==> config.mk <==
export PLATFORM = sky130hd
export DESIGN_NAME = fetch_unit
export DESIGN_NICKNAME = d
export VERILOG_FILES = /design/src/rtl/fetch_unit.sv
export SDC_FILE = /design/constraint.sdc
export NUM_CORES = 1
export LEC_CHECK = 0
export BUFFER_PORTS_ARGS = -buffer_cell sky130_fd_sc_hd__buf_2
export CELL_PAD_IN_SITES_DETAIL_PLACEMENT = 0
export CELL_PAD_IN_SITES_GLOBAL_PLACEMENT = 1
export CORE_MARGIN = 2
export CORE_UTILIZATION = 47
export DETAILED_ROUTE_END_ITERATION = 12
export PLACE_DENSITY_LB_ADDON = 0.1
export SYNTH_ARGS = -nofsm -noshare
export SYNTH_HDL_FRONTEND = slang
export SYNTH_SLANG_ARGS = --single-unit
==> constraint.sdc <==
create_clock -name i_clk -period 10.4 [get_ports i_clk]
set_clock_uncertainty 0.05 [all_clocks]
set_input_delay 2.08 -clock i_clk [delete_from_list [all_inputs] [get_ports i_clk]]
set_output_delay 2.08 -clock i_clk [all_outputs]
set_load 0.01 [all_outputs]
==> src/rtl/fetch_unit.sv <==
// Instruction fetch sequencer: walks the fetch PC through a combinational ROM and
// buffers {pc, word} pairs in a small prefetch FIFO for decode.
module fetch_unit #(
    parameter logic [31:0] RESET_PC = 32'h0000_0000,
    parameter int          DEPTH    = 2
) (
    input  logic        i_clk,
    input  logic        i_rst,
    input  logic        i_fetch_en,
    output logic [31:0] o_mem_addr,
    input  logic [31:0] i_mem_data,
    input  logic        i_redirect,
    input  logic [31:0] i_redirect_pc,
    output logic        o_instr_valid,
    input  logic        i_instr_ready,
    output logic [31:0] o_instr,
    output logic [31:0] o_instr_pc
);
    localparam int          PW         = $clog2(DEPTH);
    localparam logic [PW:0] FULL_COUNT = (PW + 1)'(DEPTH);
    localparam logic [31:0] RESET_FPC  = {RESET_PC[31:2], 2'b00};

    logic [31:0]   r_fpc;
    logic [PW-1:0] r_rd_ptr;
    logic [PW-1:0] r_wr_ptr;
    logic [PW:0]   r_count;
    logic [31:0]   r_pc_mem   [DEPTH];
    logic [31:0]   r_word_mem [DEPTH];

    logic             w_pop;
    logic             w_push;
    logic [DEPTH-1:0] w_we;

    // A full FIFO can still accept a word in the same cycle its head leaves.
    assign w_pop  = o_instr_valid & i_instr_ready;
    assign w_push = i_fetch_en & ~i_redirect & ((r_count < FULL_COUNT) | w_pop);

    genvar gi;
    generate
        for (gi = 0; gi < DEPTH; gi++) begin : g_we
            assign w_we[gi] = w_push & (r_wr_ptr == PW'(gi));
        end
    endgenerate

    always_ff @(posedge i_clk or posedge i_rst) begin
        if (i_rst) begin
            for (int i = 0; i < DEPTH; i++) begin
                r_pc_mem[i]   <= '0;
                r_word_mem[i] <= '0;
            end
        end else begin
            for (int i = 0; i < DEPTH; i++) begin
                if (w_we[i]) begin
                    r_pc_mem[i]   <= r_fpc;
                    r_word_mem[i] <= i_mem_data;
                end
            end
        end
    end

    // Redirect flushes everything; a pop in the same cycle is dropped, not consumed.
    always_ff @(posedge i_clk or posedge i_rst) begin
        if (i_rst) begin
            r_fpc    <= RESET_FPC;
            r_rd_ptr <= '0;
            r_wr_ptr <= '0;
            r_count  <= '0;
        end else if (i_redirect) begin
            r_fpc    <= {i_redirect_pc[31:2], 2'b00};
            r_rd_ptr <= '0;
            r_wr_ptr <= '0;
            r_count  <= '0;
        end else begin
            if (w_push) begin
                r_fpc    <= r_fpc + 32'd4;
                r_wr_ptr <= r_wr_ptr + 1'b1;
            end
            if (w_pop) begin
                r_rd_ptr <= r_rd_ptr + 1'b1;
            end
            case ({w_push, w_pop})
                2'b10:   r_count <= r_count + 1'b1;
                2'b01:   r_count <= r_count - 1'b1;
                default: r_count <= r_count;
            endcase
        end
    end

    assign o_mem_addr    = r_fpc;
    assign o_instr_valid = (r_count != '0);
    assign o_instr       = r_word_mem[r_rd_ptr];
    assign o_instr_pc    = r_pc_mem[r_rd_ptr];

endmodule

* Word-level counts from Yosys, hierarchy flattened
Cells that the tools add are included.
** Storage, ports and cells
- Register bits :: 164
- Word-level logic and storage cells :: 44
- Output and inout port bits :: 97
- Input port bits :: 69
** Operators by class
- Reduce and logical (&&, ||, !) cells :: 4
- Equality and inequality tests :: 2
- Bitwise logic cells :: 9
- Magnitude comparators :: 2
- Add/sub/neg operators :: 5
- Multiplexer cells :: 14
** Operators with widths (number)
- two-way mux 32 bit :: 8
- adder 32 x 3 -> 32 bit (second input constant) :: 1
- nonzero test 2 bit :: 3
- AND 1 bit :: 5
- two-way mux 1 bit :: 4
- case mux 2 bit (2 select lines) :: 1
- nonzero test 3 bit :: 1
- adder 1 bit (second input constant) :: 2
- adder 2 x 1 -> 2 bit (second input constant) :: 1
- == test 2 x 1 -> 1 bit (second input constant) :: 1
- == test 2 bit (second input constant) :: 1
- greater-or-equal comparator 2 bit (second input constant) :: 1
- less-than comparator 2 bit (second input constant) :: 1
- two-way mux 2 bit :: 1
- NOT 1 bit :: 2
- NOT 1 -> 2 bit :: 1
- subtractor 2 x 1 -> 2 bit (second input constant) :: 1
- OR 1 bit :: 1

* Depth between registers and ports, before layout
- Depth in word-level cells :: 7
- Mapped depth :: 7
- Mapped depth without buffers :: 6

* Least setup slack after synthesis
OpenSTA, ideal clock, no wires.
- Kind :: register to output
- Start point :: register r_rd_ptr
- End point :: output port o_instr_pc[22]
- Arrival :: 1325 ps
- Path buffers :: 2
- Cell stages (with the launch flop) :: 4
- Path slack :: 6945 ps
- Required time :: 8270 ps
- Cells stage by stage :: dfrtp_1 clkbuf_1 clkbuf_1 mux2_2
** On the way
- Longest elaborated chain between the ends :: 4
** Ends and longest elaborated chain
- start: declaration :: line 24 : logic [PW-1:0] r_rd_ptr;
- start signal: assignment :: line 79 : r_rd_ptr <= r_rd_ptr + 1'b1;
- NOT 1 -> 2 bit (not written as such) :: line 92 : assign o_instr_pc = r_pc_mem[r_rd_ptr];
- two-way mux 32 bit (not written as such) (3 in series) :: line 92
- end: declaration :: line 17 : output logic [31:0] o_instr_pc
Every way passes these cells. The select of a mux whose other input is x is not followed.

* Worst setup path after layout
- Start point :: register r_rd_ptr
- End point :: output port o_instr_pc[24]
The elaborated chain is that of the path after synthesis.

==> summary.txt <==
Clocking
  – CTS tree: built
  – Number of gates resized after cts: 0
  – Total CTS buffers: 17
  – Clk root buf: clkbuf_16
  – Setup bufs post-CTS: 0
  – CTS clk-pin slew, worst paths: 0.06 ns
  – CTS Hold Bufs: 0
  – Clk_lat worst skew: 0.41 ns
  – Clock sink count: 158
  – Bufs on Longest Clock Path: 2
  – Htree depth: 4

Synth
  – Sequential fraction of the synthesis area: 0.529
  – Yosys top cell area share: 0.529
  – Cells after Synth: roughly 560
  – Synth area leaders: dfrtp_1 53%, mux2_2 27%, xnor2_1 2.6%, nand2_1 2.3%, buf_6 2.1%
  – Post-synth top flop: dfrtp_1
  – Syn Area/Cell: between 10 and 15 um^2
  – Synth Register Bits: 158
  – Syn. warnings: 0
  – Area leader, netlist: dfrtp_1
  – Post-synth top cells: 178 x mux2_2, 158 x dfrtp_1, 45 x nand2_1
  – Ys async rst share: 1.00
  – Cell variety after synth: 45
  – Most frequent cell after synthesis: mux2_2
  – Post-synth EDFFs: 0
  – Mapped Area: 0.00747 mm^2

Drt
  – Via Count: 4840
  – DRT iter0 DRCs: roughly 210
  – Vias/cell: 5.18
  – # DRC: 0
  – DR WL/cell: between 15 and 20 um
  – Pre-antenna DRT Iters: 4
  – Routed Antenna Nets: 0
  – Aggregate routed wire length: between 15000 and 20000 um

Final layout
  – Area Overhead vs Synth: 19.0%
  – Fin area: 0.00889 mm^2
  – Final #Nets: 778
  – ANT cells: 0
  – Share of cells above drive strength 1: 0.537
  – Layout Utilization: 0.566

Power and ir drop
  – Peak supply drop: 106 uV
  – Leakage: between 4 and 5 nW
  – Power density cells: 209 mW/mm^2
  – Total power: 1.86 mW

Global routing
  – Number of global-route vias before repair: 5007
  – Largest net degree at the start of global routing: 92
  – Grt ovf: 0
  – First-pass GRT wire length: 25600 um
  – Grt met3 use: 0.0562
  – Initial antenna violation count: 2
  – Global routing usage on met1: 0.249
  – M2 GR Usage: 0.327
  – GRT busiest layer: met2
  – Gr usage total: 0.197

Outcome
  – Status: completed

Placement
  – Routability cong.: 0.745
  – Pre-CTS setup slack: 6.13 ns
  – DP HPWL: between 10000 and 15000 um
  – I/O Buffers: approximately 160
  – Post-DP Area: 0.00835 mm^2

STA
  – PnR worst setup slack: 5.89 ns
  – Post-route setup TNS: 0 ns
  – Worst slew pin tran: 0.970 ns
  – RSZ-0062 raised after global routing: false
  – Slew HR: 0.353
  – Final setup viols: 0
  – Post-route clock period utilization: 0.434
  – Period minus WS final: between 4 and 5 ns
  – Fmax: 0.222 GHz
  – Fin. Hold Viols: 0
  – Slew Limit Fails: 0

Floorplanning
  – Die height: 130 um
  – Row count: 46
  – DIE AREA: around 0.017 mm^2
  – Io pins: about 170
  – Core Area: 0.0157 mm^2
  – Starting density of the core: 0.476
  – Die W: about 130 um

Setup path
  – R2R setup slack: between 7 and 8 ns
  – Worst EP arrival: 2.38 ns
  – Crit-path max FO: 35
  – Setup crit end kind: output pin
  – Crit-path leading delay family: flip-flops
  – Bufs and invs on worst path: 2
  – CP max-delay cell: dfrtp_2
  – Startpoint Class: flop
  – CP peak stage delay: 0.83 ns
  – CP Class: reg2out
  – Crit path cell chain: buf_4 -> mux2_2 -> buf_2
  – WP data required: 8.27 ns

Job
  – Max Cap Violations: 0

Worst hold path
  – Worst Hold Class: reg2reg
## worst register-to-register path: stages, from the launching register on
cell      delay, ns
dfrtp_1        0.41
nand2b_1       0.36
nand2_4        0.15
nor2_1         0.19
nand2_4        0.54
mux2_1         0.59
## cell type report
type	instances	area, um^2
Sequential cell	158	3960
Inverter	2	12.5
Fill cell	1397	6820
Clock buffer	24	482
Timing Repair Buffer	164	833
Multi-Input combinational cell	365	3280
Tap cell	216	270
Clock inverter	6	61.3
## metrics by stage
stage	hold slack, ns	cells
6_report	0.443	935
5_1_grt	0.460	935
4_1_cts	0.443	935
3_5_place_dp	0.430	905
3_3_place_gp	0.413	905
2_1_floorplan	0.404	559
## logic make-up (layout without fill, tap and decap cells)
kind of cell	count (synthesis)	in the layout	synth area share
simple gates	107	107	0.0919
compound gates	35	35	0.0241
mux	187	187	0.282
fa+ha+maj	1	1	0.00167
xor+xnor	31	31	0.0363
flops	158	158	0.529
other cells	1	4	0.000502
buf+inv	36	196	0.0348
## where the power goes
part | switching [mW] | total [mW] | internal [mW]
Combinational | 0.179 | 0.420 | 0.241
Clock | 0.234 | 0.578 | 0.345
Sequential | 0.0910 | 0.858 | 0.767
## routing by layer
metal | share of wire | up-vias
li1 | - | 2266
met5 | 0.00068 | -
met2 | 0.50 | 122
met3 | 0.053 | 18
met4 | 0.012 | 2
met1 | 0.44 | 2432
## placed cells by master, fill, tap and decap left out, drive strengths merged, types with 2 or more instances in the layout
master and instances:
mux2 186, buf 164, dfrtp 158, nand2 48
o21ai 31, clkbuf 24, xnor2 22, xor2 9
nor3 9, nand4 8, nor2 7, and3 7
nor4 7, and4 5, conb 4, nand3 4
clkinv 4, nand2b 3, a21oi 2, inv 2
nor4b 2
## worst paths after layout
check / startpoint / cells past startpoint / end
max: r_rd_ptr / 3 / o_instr_pc[24]
min: r_word_mem[19] / 1 / r_word_mem[19]
max reg2reg: r_count[1] / 5 / r_word_mem[22]
min reg2reg: r_word_mem[19] / 1 / r_word_mem[19]
max in group asynchronous: i_rst / 3 / r_rd_ptr
min in group asynchronous: i_rst / 2 / r_word_mem[34]
## sequential cells by signal, indices dropped and copies added (netlist names)
signal / cells
r_rd_ptr: 1
o_mem_addr: 30
r_word_mem: 64
r_wr_ptr: 1
r_count: 2
r_pc_mem: 60
Power figures use the tool's default switching activity.
